### src/rtl/vc_input_buffer_pkg.sv
// Shared NoC types and defaults for the router input-port buffer.
// Holds the flit payload type and the default buffer geometry constants.
package params_noc;

    localparam int FLIT_W = 16;
    typedef logic [FLIT_W-1:0] flit_Data_noVC;

    localparam int NUM_VC_DEF         = 2;
    localparam int VC_BUFFER_SIZE_DEF = 8;
    localparam int ON_THRESHOLD_DEF   = 2;
    localparam int OFF_THRESHOLD_DEF  = 6;

    // A single VC still needs a one-bit select field.
    function automatic int vc_sel_w(input int num_vc);
        return (num_vc > 1) ? $clog2(num_vc) : 1;
    endfunction

endpackage

### src/rtl/vc_input_buffer_if.sv
// Bundle of the link-side write/read request signals and per-VC status of the buffer.
// Requests are single-cycle strobes: a write or read takes effect at the clock edge where the
// strobe is high and the accept rule holds; the only backpressure is buf_On_Off/buf_full.
interface vc_input_buffer_if
    import params_noc::*;
#(
    parameter int NUM_VC      = NUM_VC_DEF,
    parameter int BUFFER_SIZE = VC_BUFFER_SIZE_DEF
);
    localparam int VC_W  = vc_sel_w(NUM_VC);
    localparam int CNT_W = $clog2(BUFFER_SIZE + 1);

    flit_Data_noVC             input_Data;
    logic                      write_i;
    logic [VC_W-1:0]           write_vc_i;
    logic                      read_i;
    logic [VC_W-1:0]           read_vc_i;
    flit_Data_noVC             output_Data;
    logic [NUM_VC-1:0]         buf_empty;
    logic [NUM_VC-1:0]         buf_full;
    logic [NUM_VC-1:0]         buf_On_Off;
    logic [NUM_VC*CNT_W-1:0]   num_Flits;
    logic                      overflow_o;
    logic                      underflow_o;

    modport master (
        output input_Data, write_i, write_vc_i, read_i, read_vc_i,
        input  output_Data, buf_empty, buf_full, buf_On_Off, num_Flits, overflow_o, underflow_o
    );

    modport slave (
        input  input_Data, write_i, write_vc_i, read_i, read_vc_i,
        output output_Data, buf_empty, buf_full, buf_On_Off, num_Flits, overflow_o, underflow_o
    );

endinterface

### src/rtl/vc_input_buffer_fifo_slice.sv
// One VC queue: circular storage with any depth >= 2, registered occupancy/status and
// hysteresis flow control. Accept decisions are made by the parent; this slice just obeys them.
module vc_fifo_slice
    import params_noc::*;
#(
    parameter int  BUFFER_SIZE   = VC_BUFFER_SIZE_DEF,
    parameter int  OFF_THRESHOLD = OFF_THRESHOLD_DEF,
    parameter int  ON_THRESHOLD  = ON_THRESHOLD_DEF,
    localparam int PTR_W         = $clog2(BUFFER_SIZE),
    localparam int CNT_W         = $clog2(BUFFER_SIZE + 1)
) (
    input  logic             clk,
    input  logic             rst_n,
    input  logic             wr_acc,
    input  logic             rd_acc,
    input  flit_Data_noVC    wr_data,
    output flit_Data_noVC    head,
    output logic [CNT_W-1:0] count,
    output logic             empty,
    output logic             full,
    output logic             on_off
);

    flit_Data_noVC    mem [BUFFER_SIZE];
    logic [PTR_W-1:0] wr_ptr;
    logic [PTR_W-1:0] rd_ptr;
    logic [CNT_W-1:0] count_nxt;
    logic             on_off_nxt;

    function automatic logic [PTR_W-1:0] ptr_inc(input logic [PTR_W-1:0] p);
        return (p == PTR_W'(BUFFER_SIZE - 1)) ? '0 : p + PTR_W'(1);
    endfunction

    always_comb begin
        count_nxt  = count + CNT_W'(wr_acc) - CNT_W'(rd_acc);
        on_off_nxt = on_off;
        if (count_nxt >= CNT_W'(OFF_THRESHOLD))
            on_off_nxt = 1'b0;
        else if (count_nxt <= CNT_W'(ON_THRESHOLD))
            on_off_nxt = 1'b1;
    end

    // Storage is deliberately left out of reset; only pointers and status are cleared.
    always_ff @(posedge clk) begin
        if (wr_acc)
            mem[wr_ptr] <= wr_data;
    end

    always_ff @(posedge clk or negedge rst_n) begin
        if (!rst_n) begin
            wr_ptr <= '0;
            rd_ptr <= '0;
            count  <= '0;
            empty  <= 1'b1;
            full   <= 1'b0;
            on_off <= 1'b1;
        end else begin
            if (wr_acc) wr_ptr <= ptr_inc(wr_ptr);
            if (rd_acc) rd_ptr <= ptr_inc(rd_ptr);
            count  <= count_nxt;
            empty  <= (count_nxt == '0);
            full   <= (count_nxt == CNT_W'(BUFFER_SIZE));
            on_off <= on_off_nxt;
        end
    end

    assign head = mem[rd_ptr];

endmodule

### src/rtl/vc_input_buffer.sv
// Router input-port buffer: NUM_VC independent queues behind one write port and one read port,
// with per-VC status, hysteresis flow control and sticky overflow/underflow flags.
module vc_input_buffer
    import params_noc::*;
#(
    parameter int NUM_VC        = NUM_VC_DEF,
    parameter int BUFFER_SIZE   = VC_BUFFER_SIZE_DEF,
    parameter int OFF_THRESHOLD = OFF_THRESHOLD_DEF,
    parameter int ON_THRESHOLD  = ON_THRESHOLD_DEF
) (
    input  logic               clk,
    input  logic               rst_n,
    vc_input_buffer_if.slave   bus
);

    localparam int VC_W  = vc_sel_w(NUM_VC);
    localparam int CNT_W = $clog2(BUFFER_SIZE + 1);

    logic [NUM_VC-1:0] wr_acc;
    logic [NUM_VC-1:0] rd_acc;
    logic [NUM_VC-1:0] empty_v;
    logic [NUM_VC-1:0] full_v;
    logic [NUM_VC-1:0] on_off_v;
    logic [CNT_W-1:0]  cnt_v  [NUM_VC];
    flit_Data_noVC     head_v [NUM_VC];
    logic              wr_in_range;
    logic              rd_in_range;
    logic              ovf_evt;
    logic              unf_evt;
    logic              overflow_q;
    logic              underflow_q;

    assign wr_in_range = (32'(bus.write_vc_i) < NUM_VC);
    assign rd_in_range = (32'(bus.read_vc_i) < NUM_VC);

    // A full VC still takes a write when the same VC is popped in that cycle.
    always_comb begin
        wr_acc  = '0;
        rd_acc  = '0;
        ovf_evt = 1'b0;
        unf_evt = 1'b0;
        for (int v = 0; v < NUM_VC; v++) begin
            if (bus.read_i && rd_in_range && bus.read_vc_i == VC_W'(v)) begin
                if (empty_v[v]) unf_evt   = 1'b1;
                else            rd_acc[v] = 1'b1;
            end
            if (bus.write_i && wr_in_range && bus.write_vc_i == VC_W'(v)) begin
                if (!full_v[v] || (bus.read_i && bus.read_vc_i == VC_W'(v))) wr_acc[v] = 1'b1;
                else                                                         ovf_evt   = 1'b1;
            end
        end
    end

    for (genvar v = 0; v < NUM_VC; v++) begin : g_vc
        vc_fifo_slice #(
            .BUFFER_SIZE   (BUFFER_SIZE),
            .OFF_THRESHOLD (OFF_THRESHOLD),
            .ON_THRESHOLD  (ON_THRESHOLD)
        ) u_slice (
            .clk     (clk),
            .rst_n   (rst_n),
            .wr_acc  (wr_acc[v]),
            .rd_acc  (rd_acc[v]),
            .wr_data (bus.input_Data),
            .head    (head_v[v]),
            .count   (cnt_v[v]),
            .empty   (empty_v[v]),
            .full    (full_v[v]),
            .on_off  (on_off_v[v])
        );
        assign bus.num_Flits[v*CNT_W +: CNT_W] = cnt_v[v];
    end

    always_ff @(posedge clk or negedge rst_n) begin
        if (!rst_n) begin
            overflow_q  <= 1'b0;
            underflow_q <= 1'b0;
        end else begin
            overflow_q  <= overflow_q  | ovf_evt;
            underflow_q <= underflow_q | unf_evt;
        end
    end

    assign bus.output_Data = rd_in_range ? head_v[bus.read_vc_i] : '0;
    assign bus.buf_empty   = empty_v;
    assign bus.buf_full    = full_v;
    assign bus.buf_On_Off  = on_off_v;
    assign bus.overflow_o  = overflow_q;
    assign bus.underflow_o = underflow_q;

endmodule

### src/flat_wrapper.sv
// flat-port wrapper written by rule: the top's interface ports become plain ports
module vc_input_buffer_flat import params_noc::*;
#(
    parameter int NUM_VC        = NUM_VC_DEF,
    parameter int BUFFER_SIZE   = VC_BUFFER_SIZE_DEF,
    parameter int OFF_THRESHOLD = OFF_THRESHOLD_DEF,
    parameter int ON_THRESHOLD  = ON_THRESHOLD_DEF
)
  (clk, rst_n, bus_input_Data, bus_write_i, bus_write_vc_i, bus_read_i, bus_read_vc_i, bus_output_Data, bus_buf_empty, bus_buf_full, bus_buf_On_Off, bus_num_Flits, bus_overflow_o, bus_underflow_o);
  vc_input_buffer_if #(.NUM_VC(NUM_VC), .BUFFER_SIZE(BUFFER_SIZE)) bus_i ();
  input  logic clk;
  input  logic rst_n;
  input wire logic [$bits(bus_i.input_Data)-1:0] bus_input_Data;
  input wire logic [$bits(bus_i.write_i)-1:0] bus_write_i;
  input wire logic [$bits(bus_i.write_vc_i)-1:0] bus_write_vc_i;
  input wire logic [$bits(bus_i.read_i)-1:0] bus_read_i;
  input wire logic [$bits(bus_i.read_vc_i)-1:0] bus_read_vc_i;
  output wire logic [$bits(bus_i.output_Data)-1:0] bus_output_Data;
  output wire logic [$bits(bus_i.buf_empty)-1:0] bus_buf_empty;
  output wire logic [$bits(bus_i.buf_full)-1:0] bus_buf_full;
  output wire logic [$bits(bus_i.buf_On_Off)-1:0] bus_buf_On_Off;
  output wire logic [$bits(bus_i.num_Flits)-1:0] bus_num_Flits;
  output wire logic [$bits(bus_i.overflow_o)-1:0] bus_overflow_o;
  output wire logic [$bits(bus_i.underflow_o)-1:0] bus_underflow_o;
  assign bus_i.input_Data = bus_input_Data;
  assign bus_i.write_i = bus_write_i;
  assign bus_i.write_vc_i = bus_write_vc_i;
  assign bus_i.read_i = bus_read_i;
  assign bus_i.read_vc_i = bus_read_vc_i;
  assign bus_output_Data = bus_i.output_Data;
  assign bus_buf_empty = bus_i.buf_empty;
  assign bus_buf_full = bus_i.buf_full;
  assign bus_buf_On_Off = bus_i.buf_On_Off;
  assign bus_num_Flits = bus_i.num_Flits;
  assign bus_overflow_o = bus_i.overflow_o;
  assign bus_underflow_o = bus_i.underflow_o;
  vc_input_buffer #(.NUM_VC(NUM_VC), .BUFFER_SIZE(BUFFER_SIZE), .OFF_THRESHOLD(OFF_THRESHOLD), .ON_THRESHOLD(ON_THRESHOLD)) u_core (.clk(clk), .rst_n(rst_n), .bus(bus_i));
endmodule
### config.mk
export PLATFORM = sky130hd
export DESIGN_NAME = vc_input_buffer_flat
export DESIGN_NICKNAME = d
export VERILOG_FILES = /design/src/rtl/vc_input_buffer_pkg.sv /design/src/rtl/vc_input_buffer_if.sv /design/src/rtl/vc_input_buffer_fifo_slice.sv /design/src/rtl/vc_input_buffer.sv /design/src/flat_wrapper.sv
export SDC_FILE = /design/constraint.sdc
export NUM_CORES = 1
export LEC_CHECK = 0
export BUFFER_PORTS_ARGS = -buffer_cell sky130_fd_sc_hd__buf_2
export CELL_PAD_IN_SITES_DETAIL_PLACEMENT = 2
export CELL_PAD_IN_SITES_GLOBAL_PLACEMENT = 2
export CORE_AREA = 2 2 159 161
export CTS_BUF_LIST = sky130_fd_sc_hd__clkbuf_8
export DETAILED_ROUTE_END_ITERATION = 16
export DIE_AREA = 0 0 161 163
export PLACE_DENSITY_LB_ADDON = 0.08
export SKIP_LAST_GASP = 1
export SYNTH_ARGS = -nofsm -noshare
export SYNTH_HDL_FRONTEND = slang
export SYNTH_HIERARCHICAL = 1
export SYNTH_SLANG_ARGS = --single-unit
### constraint.sdc
create_clock -name clk -period 4 [get_ports clk]
set_input_delay 1.2 -clock clk [delete_from_list [all_inputs] [get_ports clk]]
set_output_delay 1.2 -clock clk [all_outputs]
set_load 0.02 [all_outputs]
==> out/qor.yml <==
status: "completed"
slew_headroom: 0.542
seq_area_frac_synth: 0.724
synthTopCellsByArea: "edfxtp_1 (66%), mux4_1 (13%), mux2_2 (5.6%), dfrtp_1 (5.2%), ha_1 (1.7%)"
required_ns: 2.80
p_switching_mw: 3.08
pwr-share-seq: 0.411
die_x_um: 161
cts_hold_buf: 0
grtUsageTotal: 0.232
wl_per_cell_um: 29.2
swShare: 0.335
core_area_um2: 24700
n_fill_cell: 2110
ant_nets: 0
via_count: 5729
cts-root-buf: "clkbuf_8"
drv_slew: 0
ys_seq_elements: 284
vias_per_cell: 5.66
hp-class: "reg -> reg"
worst-path-max-fanout: 16
overflow: 0
irDropWorstVdd_v: 0.000334
synth_ff_type: "edfxtp_1"
grt_util_met3: 0.0374
grt_max_degree: 33
tightest_slew_ns: 0.686
ioPinCount: 54
dr.pass1.iters: 4
intPower_mw: 6.13
netlist_instances: 533
path_clk_slew_ns: 0.07
power_density_nw_per_um2: 698
start_util: 0.470
syn_area_per_cell_um2: 21.7
synthToLayoutAreaGrowth_pct: 13.9
ys.warnings.count: 6
pwr-share-comb: 0.341
synth_top_cell_by_area: "edfxtp_1"
drive_above_1_share: 0.324
drt_wl_total_um: 29500
cts_tree: "built"
h-tree-depth: 2
yosysMostFrequentCell: "edfxtp_1"
fmax_mhz: 256
dieHeight_um: 163
post-route-util: 0.535
finalHoldViolations: 0
antenna_found_initial: 0
arrival_ns: 2.70
period_needed_ns: 3.90
synthesis.area_um2: 11600
synthArstFlopShare: 0.0986
antennaDiodeCount: 0
synth_commonest_cells: "edfxtp_1 (256), mux2_2 (58), mux4_1 (58)"
met1_usage: 0.317
portBuffers: 53
power.share.clock: 0.248
drt_iter0_markers: 488
clock_latency_ns: 0.56
route.detailed.drc: 0
yosysTopAreaCellShare: 0.663
end_kind: "output pin"
min_period_over_period: 0.975
met2_usage: 0.389
dp_hpwl_um: 18400
post_cts_resized: 0
skew_ns: 0.0115
cp-start-kind: "register"
rsz0062_at_grt: "no"
finalSetupTns_ns: 0
setup_viol: 0
die_area_um2: 26200
syn_nets: 573
cts_sinks: 284
cts_buffers: 47
rows: 58
nNetsFinal: 686
grt_pass1_vias: 6452
crit_type: "reg -> out"
clock_path_buffers: 3
p_leak_nw: 4.75
synth_edf_count: 256
synth_cell_types: 31
gp_congestion: 0.739
grt_first_pass_wirelength_um: 43500
busiest_layer: "met2"
max_cap_violations: 0
post_cts_buffers: 0
-- per-layer routing --
metal | wire length, um | share of wire
met5 | 0 | 0
met4 | 548 | 0.019
met3 | 1410 | 0.048
met2 | 14600 | 0.49
met1 | 13000 | 0.44
-- area by class of cell --
class,instances,area [um2],share of cell area
clock inverters,36,150,0.0114
flip-flops and latches,284,8390,0.636
inverters,12,45.0,0.00341
multi-input cells,215,2990,0.226
repair buffers,86,543,0.0411
well taps,330,413,0.0313
clock buffers,49,674,0.0511
-- critical path, cell delays in order, from the launching register on --
cell and delay, ns:
dfrtp_2 0.52, buf_12 0.22, mux4_1 0.60, mux2_2 0.33
mux2_2 0.29, buf_2 0.16
-- per-stage QoR --
stage	hold WS, ns	std cells	cell area [um2]	setup WS, ns	total power [mW]
detailed placement	0.440	926	12400	0.435	6.96
global placement	0.442	926	12400	0.521	6.78
finish	0.452	1012	13200	0.101	9.21
CTS	0.460	1011	13200	0.0274	9.28
floorplan	0.524	533	11600	0.410	5.93
global route	0.492	1012	13200	0.00678	9.67
-- power groups by stage --
stage          clock [mW]  combinational [mW]  sequential [mW]
2_1_floorplan           0                2.10             3.83
3_3_place_gp            0                2.99             3.79
3_5_place_dp            0                3.13             3.84
4_1_cts              2.35                3.14             3.78
5_1_grt              2.47                3.37             3.83
6_report             2.29                3.14             3.79
-- logic make-up (layout without fill, tap and decap cells) --
kind of cell    Yosys count  count (layout)  share of synthesized area
buf+inv                  34             183                     0.0201
simple gates             53              53                     0.0217
compound gates           17              17                    0.00961
mux                     123             123                      0.201
flops                   284             284                      0.724
xor+xnor                  4               4                    0.00302
fa+ha+maj                18              18                     0.0207
-- registers in the layout, summed over array words and instances, names as in the netlist --
name / flops
u_core/bus.underflow_o: 1
u_core/g_vc.u_slice/count: 8
u_core/g_vc.u_slice/empty: 2
u_core/g_vc.u_slice/mem: 256
u_core/g_vc.u_slice/rd_ptr: 6
u_core/bus.overflow_o: 1
u_core/g_vc.u_slice/full: 2
u_core/g_vc.u_slice/on_off: 2
u_core/g_vc.u_slice/wr_ptr: 6
-- layout by cell type (no fill, tap or decap), drive strengths merged --
master and n:
mux2 59, o21ai 5, nor3 6, nand3 2, nand3b 2, ha 16, xor2 4, inv 23
clkinv 24, nand2b 8, buf 85, nor2b 2, or3 2, nor2 20, nand2 9, and3 2
edfxtp 256, fa 2, o21ba 2, a21o 1, dfstp 4, mux4 64, clkbuf 50, a21oi 6
a41oi 1, clkinvlp 1, o211a 2, dfrtp 24
-- final timing paths --
path,slack (ns),endpoint,startpoint,cells past startpoint
setup / recovery,0.10,bus_output_Data[14],u_core/g_vc[0].u_slice/rd_ptr[0],5
hold / removal,0.45,u_core/bus.underflow_o,u_core/bus.underflow_o,1
min in group asynchronous,0.68,u_core/g_vc[0].u_slice/rd_ptr[0],rst_n,1
max in group asynchronous,2.85,u_core/g_vc[0].u_slice/rd_ptr[0],rst_n,1
setup reg to reg,1.53,u_core/g_vc[1].u_slice/empty,u_core/g_vc[1].u_slice/empty,8
hold reg to reg,0.45,u_core/bus.underflow_o,u_core/bus.underflow_o,1
(Power assumes the default switching activity.)
